`src/rtl/srl_fifo_pkg.sv`:
```
// Shared constants and elaboration-time helpers for the SRL FIFO controller.
`timescale 1ns/1ps
package srl_fifo_pkg;

  // Smallest r with 2**r >= n; bounded loop so it stays a constant function.
  function automatic int clog2(input int n);
    int r;
    r = 0;
    for (int i = 0; i < 31; i++) begin
      if ((32'sd1 <<< i) < n) begin
        r = i + 1;
      end
    end
    return r;
  endfunction

  function automatic int fifo_cap(input int depth, input int out_reg);
    return depth + ((out_reg != 0) ? 1 : 0);
  endfunction

  function automatic int count_width(input int addr_width);
    return addr_width + 2;
  endfunction

endpackage

```
`src/rtl/srl_fifo_shiftreg.sv`:
```
// Addressable shift-register storage: shifts in at entry 0 on we, reads any entry combinationally.
`timescale 1ns/1ps
module srl_fifo_shiftreg
  import srl_fifo_pkg::*;
#(
  parameter int DATA_WIDTH = 1,
  parameter int ADDR_WIDTH = 2,
  parameter int DEPTH      = 4
) (
  input  logic                  clk,
  input  logic                  we,
  input  logic [ADDR_WIDTH-1:0] addr,
  input  logic [DATA_WIDTH-1:0] din,
  output logic [DATA_WIDTH-1:0] dout
);

  logic [DATA_WIDTH-1:0] mem_q [DEPTH];

  // Shift chain; contents are deliberately not reset so it maps onto SRL primitives.
  always_ff @(posedge clk) begin
    if (we) begin
      for (int i = DEPTH - 1; i > 0; i--) begin
        mem_q[i] <= mem_q[i-1];
      end
      mem_q[0] <= din;
    end
  end

  assign dout = mem_q[addr];

endmodule

```
`src/rtl/srl_fifo_ctrl.sv`:
```
// Pointer, flags, occupancy counter and optional FWFT output register around the SRL array.
`timescale 1ns/1ps
module srl_fifo_ctrl
  import srl_fifo_pkg::*;
#(
  parameter int DATA_WIDTH = 1,
  parameter int DEPTH      = 4,
  parameter int ADDR_WIDTH = 2,
  parameter int OUT_REG    = 0,
  parameter int AF_LEVEL   = DEPTH - 1
) (
  input  logic                  clk,
  input  logic                  reset_n,
  input  logic                  if_write,
  input  logic [DATA_WIDTH-1:0] if_din,
  output logic                  if_full_n,
  input  logic                  if_read,
  output logic [DATA_WIDTH-1:0] if_dout,
  output logic                  if_empty_n,
  output logic [ADDR_WIDTH+1:0] if_num_data_valid,
  output logic                  if_almost_full
);

  localparam int CW = count_width(ADDR_WIDTH);
  // One extra pointer bit keeps "empty" (all-ones) distinct from the last entry.
  localparam int PW = ADDR_WIDTH + 1;
  localparam logic [CW-1:0] CAP_C     = CW'(fifo_cap(DEPTH, OUT_REG));
  localparam logic [CW-1:0] AF_C      = CW'(AF_LEVEL);
  localparam logic [PW-1:0] PTR_EMPTY = {PW{1'b1}};

  logic                  push_s;
  logic                  pop_s;
  logic                  drain_s;
  logic                  srl_empty_s;
  logic [DATA_WIDTH-1:0] srl_dout_s;

  logic [PW-1:0]         ptr_q,     ptr_d;
  logic [CW-1:0]         count_q,   count_d;
  logic                  full_n_q,  full_n_d;
  logic                  empty_n_q, empty_n_d;
  logic                  af_q,      af_d;
  logic                  ov_q,      ov_d;
  logic [DATA_WIDTH-1:0] oreg_q,    oreg_d;

  srl_fifo_shiftreg #(
    .DATA_WIDTH (DATA_WIDTH),
    .ADDR_WIDTH (ADDR_WIDTH),
    .DEPTH      (DEPTH)
  ) u_srl (
    .clk  (clk),
    .we   (push_s),
    .addr (ptr_q[ADDR_WIDTH-1:0]),
    .din  (if_din),
    .dout (srl_dout_s)
  );

  assign srl_empty_s = (ptr_q == PTR_EMPTY);
  assign pop_s       = if_read & empty_n_q;
  // A pop frees a slot in the same cycle, so a full FIFO still takes a simultaneous write.
  assign push_s      = if_write & (full_n_q | pop_s);

  // Next-state for pointer, counter, flags and output stage.
  always_comb begin
    drain_s   = 1'b0;
    ptr_d     = ptr_q;
    count_d   = count_q;
    oreg_d    = oreg_q;
    ov_d      = ov_q;

    if (OUT_REG != 0) begin
      drain_s = ~srl_empty_s & (~ov_q | pop_s);
    end else begin
      drain_s = pop_s;
    end

    case ({push_s, drain_s})
      2'b10:   ptr_d = ptr_q + {{(PW-1){1'b0}}, 1'b1};
      2'b01:   ptr_d = ptr_q - {{(PW-1){1'b0}}, 1'b1};
      default: ptr_d = ptr_q;
    endcase

    case ({push_s, pop_s})
      2'b10:   count_d = count_q + {{(CW-1){1'b0}}, 1'b1};
      2'b01:   count_d = count_q - {{(CW-1){1'b0}}, 1'b1};
      default: count_d = count_q;
    endcase

    if (OUT_REG != 0) begin
      if (drain_s) begin
        oreg_d = srl_dout_s;
        ov_d   = 1'b1;
      end else if (pop_s) begin
        oreg_d = oreg_q;
        ov_d   = 1'b0;
      end else begin
        oreg_d = oreg_q;
        ov_d   = ov_q;
      end
    end else begin
      oreg_d = oreg_q;
      ov_d   = 1'b0;
    end

    if (OUT_REG != 0) begin
      empty_n_d = ov_d;
    end else begin
      empty_n_d = (ptr_d != PTR_EMPTY);
    end

    full_n_d = (count_d != CAP_C);
    af_d     = (count_d >= AF_C);
  end

  // Control state with asynchronous clear; queued data is discarded by resetting the pointer.
  always_ff @(posedge clk or negedge reset_n) begin
    if (!reset_n) begin
      ptr_q     <= PTR_EMPTY;
      count_q   <= {CW{1'b0}};
      full_n_q  <= 1'b1;
      empty_n_q <= 1'b0;
      af_q      <= 1'b0;
      ov_q      <= 1'b0;
    end else begin
      ptr_q     <= ptr_d;
      count_q   <= count_d;
      full_n_q  <= full_n_d;
      empty_n_q <= empty_n_d;
      af_q      <= af_d;
      ov_q      <= ov_d;
    end
  end

  // Output data register has no reset; its contents only matter while ov is set.
  always_ff @(posedge clk) begin
    oreg_q <= oreg_d;
  end

  assign if_full_n         = full_n_q;
  assign if_empty_n        = empty_n_q;
  assign if_num_data_valid = count_q;
  assign if_almost_full    = af_q;
  assign if_dout           = (OUT_REG != 0) ? oreg_q : srl_dout_s;

endmodule
```
`config.mk`:
```
export PLATFORM = sky130hd
export DESIGN_NAME = srl_fifo_ctrl
export DESIGN_NICKNAME = d
export VERILOG_FILES = /design/src/rtl/srl_fifo_pkg.sv /design/src/rtl/srl_fifo_shiftreg.sv /design/src/rtl/srl_fifo_ctrl.sv
export SDC_FILE = /design/constraint.sdc
export NUM_CORES = 1
export LEC_CHECK = 0
export CAP_MARGIN = 15
export CORE_UTILIZATION = 55
export DETAILED_ROUTE_END_ITERATION = 7
export HOLD_SLACK_MARGIN = 0.06
export PLACE_DENSITY = 0.81
export SLEW_MARGIN = 10
export SYNTH_ARGS = -nofsm -noshare
export SYNTH_HDL_FRONTEND = slang
export SYNTH_HIERARCHICAL = 1
export SYNTH_SLANG_ARGS = --single-unit
```
`constraint.sdc`:
```
create_clock -name clk -period 5.5 [get_ports clk]
set_input_delay 1.1 -clock clk [delete_from_list [all_inputs] [get_ports clk]]
set_output_delay 1.1 -clock clk [all_outputs]
set_load 0.01 [all_outputs]
```
==> results of run 1 <==
-- synthesized netlist by cell type, types with 3 or more instances --
library cell and number:
dfrtp_1 6, inv_1 3, dfstp_2 4, ha_1 4, edfxtp_1 4, xor2_1 4
nand2_1 3, nor2_1 3, nand3_1 3, nand2b_1 3, o21ai_0 3
-- logic make-up (layout without fill, tap and decap cells) --
kind of cell    Yosys count  in the layout
fa+ha+maj                 4              4
buf+inv                   6             19
mux                       4              4
simple gates             24             24
compound gates           16             16
xor+xnor                  6              6
flops                    14             14
-- stage by stage --
| step | power, W | setup slack [ns] | area, um^2 |
|---|---|---|---|
| after detailed placement | 0.000497 | 1.94 | 948 |
| after floorplan | 0.000406 | 2.60 | 833 |
| after global routing | 0.000599 | 2.12 | 975 |
| after CTS | 0.000557 | 2.22 | 975 |
| after global placement | 0.000490 | 2.04 | 948 |
| final | 0.000558 | 2.23 | 975 |
-- per-layer routing --
metal  track usage, %  up-vias  part of all wire, %
met5                0        -                    0
li1                 -      296                    -
met2             37.5       19                   47
met3             7.07        4                  4.3
met4             5.00        0                  1.5
met1             28.7      292                   47
-- flip-flops by register name (all words and copies together) (netlist names) --
name and cells:
u_srl/mem_q 4, if_empty_n 1, if_full_n 1, ptr_q 3
if_almost_full 1, if_num_data_valid 4
-- path summary, 6_finish.rpt --
check	start	endpoint	slack, ns	cells past startpoint
worst min register to register	u_srl/mem_q[1]	u_srl/mem_q[2]	0.47	0
worst min-delay path	u_srl/mem_q[1]	u_srl/mem_q[2]	0.47	0
max in group asynchronous	reset_n	ptr_q[2]	4.01	1
worst max-delay path	if_read	if_empty_n	2.23	10
worst max register to register	if_empty_n	if_empty_n	3.12	9
min in group asynchronous	reset_n	if_num_data_valid[3]	1.14	1
-- power groups by stage --
stage          Clock (W)  Combinational, W  Sequential [W]
2_1_floorplan          0          0.000198        0.000208
5_1_grt        0.0000653          0.000312        0.000221
6_report       0.0000587          0.000285        0.000214
3_5_place_dp           0          0.000281        0.000216
4_1_cts        0.0000609          0.000282        0.000214
3_3_place_gp           0          0.000275        0.000215
-- final cells by class --
cell class,count,area [um^2],share of cell area (%)
Clock buffer,4,26.3,2.70
Sequential cell,14,375,38.5
Timing Repair Buffer,12,120,12.3
Multi-Input combinational cell,54,423,43.4
Tap cell,15,18.8,1.93
Inverter,3,11.3,1.16
-- critical path, cell delays in order --
cell	delay [ns]
clkdlybuf4s50_1	0.41
and2_1	0.19
o21ai_1	0.21
ha_1	0.36
xor2_1	0.12
ha_1	0.20
or3b_1	0.37
a21oi_2	0.15
xor2_1	0.21
nand3_1	0.09
==> reports/qor.csv, run 1 <==
stage,metric,value,unit
cts,H-tree levels,1,
drt,DR iter-0 viols,9,
place,hpwl dp,1200,um
critical_path,CP endpoint kind,flip-flop,
floorplan,Die Footprint,1670,um^2
floorplan,die height,40.9,um
cts,Setup Buffers After CTS,0,
timing,Setup TNS Final,0,ns
drt,drc violations,0,
timing,Clock Skews,0.00781,ns
power_and_ir_drop,pwr/cell area,572,nW/um^2
yosys,post-synthesis cell count,74,
cts,CTS tree,built,
cts,clock-pin slew on the worst setup and hold paths,0.08,ns
timing,Hold WS,0.474,ns
critical_path,CP Max Fanout,8,
floorplan,Die Wd,40.9,um
yosys,"Top FF cell, synth",dfrtp_1,
cells_and_area,"commonest non-fill, non-tap cells in the layout","12 x clkdlybuf4s50_1, 6 x dfrtp_1",
yosys,Synth Area in Compound Gates,13.8,%
cts,CTS Hold Bufs,0,
cells_and_area,# nets final,97,
timing,final hold violations,0,
yosys,largest area contributor in the netlist,dfrtp_1,
cts,# clock sinks,14,
cells_and_area,area delta synth->final,17.0,%
floorplan,Rows,13,
place,routability congestion estimate,0.857,
yosys,adder-cell area share of the yosys netlist,6.01,%
yosys,Post-synth EDFFs,4,
yosys,Simple-Gate Fraction of Synth Area,18.0,%
yosys,asr flop ratio synth,71.4,%
timing,unrepaired setup endpoints after global routing,false,
power_and_ir_drop,switching power,0.000217,W
power_and_ir_drop,"IR drop worst, VDD",0.000416,V
timing,Slew @ Worst Pin,0.461,ns
cells_and_area,fillers,98,
timing,final period utilization,59.5,%
cts,post_cts resized,0,
power_and_ir_drop,combinational power share,51.1,%
floorplan,Starting Density,61.7,%
timing,Final setup viols,0,
power_and_ir_drop,Sw Share,39.0,%
grt,Total GRT Usage,22.7,%
yosys,largest cells by area after synthesis,"dfrtp_1 18%, edfxtp_1 14%, dfstp_2 13%",
grt,initial antenna violation count,0,
timing,Rel. slew slack,69.2,%
critical_path,Worst Setup Path Type,input port to flip-flop,
drt,DR WL/cell,15.4,um
cells_and_area,"Core Util, Final",72.2,%
grt,pin count of the biggest net entering global routing,14,
power_and_ir_drop,Clk pwr share,10.5,%
drt,final antenna-violating net count,0,
cells_and_area,share of post-route cells with drive strength above 1,17.2,%
yosys,post-synth top area share,18.0,%
yosys,sequential share of the synthesized area,45.0,%
cells_and_area,fin cells,102,
yosys,Cell variety after synth,37,
yosys,syn_nets,83,
critical_path,Worst Setup Start Kind,input port,
drt,WL final,1580,um
drt,drt pass-1 iters,4,
critical_path,Worst Path Arrival,3.42,ns
yosys,xor and xnor fraction of the mapped netlist area,6.31,%
drt,drt via density,5.99,
floorplan,boundary pin count,13,
run_status,status,"complete, no violations",
place,post-placement cell count,98,
yosys,Seq cells post-synth,14,
grt,global-route wire length before repair,2460,um
cts,CTS max path bufs,2,
timing,Peak Freq,306,MHz
drt,vias,611,
cells_and_area,"most common cell after layout, fill and taps aside",clkdlybuf4s50_1,
yosys,Post-Syn Area per Cell,11.3,um^2
flow_run,Max Cap Violations,0,
cells_and_area,Inserted Diodes,0,
grt,total gr overflow,0,
power_and_ir_drop,Pint,0.000340,W
timing,max-slew violation count,0,
power_and_ir_drop,Lkg Pwr,0.391,nW
yosys,Mapped Area,833,um^2
timing,Final min period,3.27,ns
place,IO Port Bufs,12,
power_and_ir_drop,Flop pwr share,38.4,%
grt,vias in the first global route,586,
floorplan,Core Region,1350,um^2
critical_path,required time of the critical path,5.65,ns
worst_hold_path,min-delay worst type,flip-flop to flip-flop,
cts,TritonCTS Buffers,3,
yosys,Ys Warns,6,
yosys,largest family of logic cells by synthesized area,simple AND/OR/NAND/NOR gates,
cts,worst skew pair latency,0.27,ns
yosys,mux share of post-synthesis cell area,6.61,%
cts,CTS root buffer,clkbuf_4,
(Power assumes the default switching activity.)
==> inputs of run 2 (changes only) <==
CORE_UTILIZATION = 51   (was 55)
PLACE_DENSITY = 0.76   (was 0.81)
clock period = 3.25 ns   (was 5.5 ns; I/O delays follow)
==> run 2 against run 1 <==
Net effect: utilization decreased by 7.7 points; die area increased by 7.4%; flip-flop and latch count unchanged; via count decreased by 0.16%; non-clock buffer count increased by 1; clock skew decreased by 0.0076 ns; sequential share of layout area decreased by 0.34 points; hold slack got worse by 0.019 ns; register-to-register slack got worse by 2.1 ns; highest routed layer unchanged; final cell count increased by 2.0%; critical endpoint unchanged.
==> reports/qor.csv, run 2 (synthesis gave the netlist of run 1 again) <==
stage,metric,value,unit
run_status,status,"complete, no violations",
cts,CTS max path bufs,2,
cts,TritonCTS Buffers,3,
grt,vias in the first global route,599,
floorplan,boundary pin count,13,
place,IO Port Bufs,12,
grt,Total GRT Usage,20.4,%
cts,Setup Buffers After CTS,0,
timing,unrepaired setup endpoints after global routing,false,
place,dpl ws,0.266,ns
floorplan,Die Footprint,1800,um^2
cts,worst skew pair latency,0.27,ns
power_and_ir_drop,Clk pwr share,10.5,%
floorplan,Die Wd,42.4,um
critical_path,crit-path max cell delay,0.44,ns
drt,WL final,1560,um
timing,Rel. slew slack,68.6,%
critical_path,required time of the critical path,3.40,ns
floorplan,Starting Density,54.7,%
floorplan,Rows,14,
cts,clock-pin slew on the worst setup and hold paths,0.08,ns
timing,Peak Freq,373,MHz
power_and_ir_drop,switching power,0.000370,W
timing,max-slew violation count,0,
grt,initial antenna violation count,0,
drt,DR WL met2,716,um
timing,Setup TNS Final,0,ns
critical_path,Worst Setup Path Type,input port to flip-flop,
drt,final antenna-violating net count,0,
timing,Final min period,2.68,ns
cells_and_area,share of post-route cells with drive strength above 1,18.2,%
critical_path,Worst Setup Start Kind,input port,
drt,vias,610,
drt,drc violations,0,
critical_path,Worst Path Arrival,2.83,ns
cells_and_area,Inserted Diodes,0,
cells_and_area,"commonest non-fill, non-tap cells in the layout","12 x clkdlybuf4s50_1, 6 x dfrtp_1",
cells_and_area,fin cells,104,
drt,highest routed layer,met4,
cts,CTS Hold Bufs,0,
grt,total gr overflow,0,
drt,drt pass-1 iters,4,
power_and_ir_drop,"IR drop worst, VDD",0.000555,V
cts,# clock sinks,14,
grt,global-route wire length before repair,2680,um
power_and_ir_drop,Tot Pwr,0.000948,W
timing,Slew @ Worst Pin,0.471,ns
cells_and_area,"Core Util, Final",64.5,%
power_and_ir_drop,Flop pwr share,38.2,%
cts,H-tree levels,1,
timing,Final setup viols,0,
drt,met3 WL,99,um
power_and_ir_drop,Sw Share,39.0,%
place,hpwl dp,1160,um
cts,post_cts resized,0,
critical_path,CP endpoint kind,flip-flop,
drt,wl on met1,716,um
worst_hold_path,min-delay worst type,flip-flop to flip-flop,
power_and_ir_drop,Pint,0.000579,W
cells_and_area,"most common cell after layout, fill and taps aside",clkdlybuf4s50_1,
timing,Clock Skews,0.000249,ns
timing,final period utilization,82.5,%
drt,DR WL/cell,15.0,um
timing,final hold violations,0,
cells_and_area,area delta synth->final,18.0,%
cts,CTS tree,built,
power_and_ir_drop,Lkg Pwr,0.396,nW
grt,pin count of the biggest net entering global routing,14,
power_and_ir_drop,combinational power share,51.3,%
flow_run,Max Cap Violations,0,
floorplan,die height,42.4,um
critical_path,CP Max Fanout,3,
power_and_ir_drop,pwr/cell area,964,nW/um^2
critical_path,slowest CP cell,clkdlybuf4s50_1,
cells_and_area,# nets final,98,
drt,drt via density,5.87,
timing,final worst slack,0.569,ns
place,post-placement cell count,100,
cts,CTS root buffer,clkbuf_4,
critical_path,worst path cell trace,"clkdlybuf4s50_1, and2_1, o21ai_1, ha_1, xor2_1, ha_1, or3b_1, a21oi_2, xor2_1, nand3_1",
drt,DR iter-0 viols,27,
floorplan,Core Region,1520,um^2
place,routability congestion estimate,0.828,
run 2: cell types whose count changed in the layout (fill, tap and decap cells not counted):
cell and change:
buf_4 +1
run 2: worst paths after layout:
path | slack (ns) | endpoint | depth (start not counted) | start
setup / recovery | 0.57 | if_empty_n | 10 | if_read
hold / removal | 0.46 | u_srl/mem_q[1] | 0 | u_srl/mem_q[0]
setup reg to reg | 0.98 | if_empty_n | 9 | if_empty_n
hold reg to reg | 0.46 | u_srl/mem_q[1] | 0 | u_srl/mem_q[0]
max in group asynchronous | 2.23 | if_full_n | 1 | reset_n
min in group asynchronous | 0.68 | if_num_data_valid[3] | 1 | reset_n
run 2: area by class of cell:
cell class              instances  area [um^2]
well taps                      16         20.0
multi-input cells              54          423
inverters                       3         11.3
fillers                       134          541
clock buffers                   4         26.3
flip-flops and latches         14          375
repair buffers                 13          128
run 2: power groups by stage:
stage	Clock [W]	Combinational [W]	Sequential, W
2_1_floorplan	0	0.000335	0.000352
3_3_place_gp	0	0.000477	0.000363
3_5_place_dp	0	0.000487	0.000365
4_1_cts	0.000103	0.000490	0.000362
5_1_grt	0.000110	0.000539	0.000374
6_report	0.0000996	0.000487	0.000362
run 2: stage by stage:
stage                     cell area [um^2]  hold WS [ns]
after floorplan                        833         0.354
after global placement                 957         0.439
after detailed placement               957         0.444
after CTS                              983         0.463
after global routing                   983         0.476
final                                  983         0.455
run 2: worst max-delay path, delay by kind of cell:
kind / cells / cell delay (ns)
simple gates: 3 / 0.64
compound gates: 2 / 0.26
fa+ha+maj: 2 / 0.46
buf+inv: 1 / 0.44
xor+xnor: 2 / 0.38
run 2: per-layer routing:
layer  track usage [%]  vias up
met5                 0        -
met4              9.38        0
met3              6.90        4
met2              31.1       25
met1              26.2      284
li1                  -      297
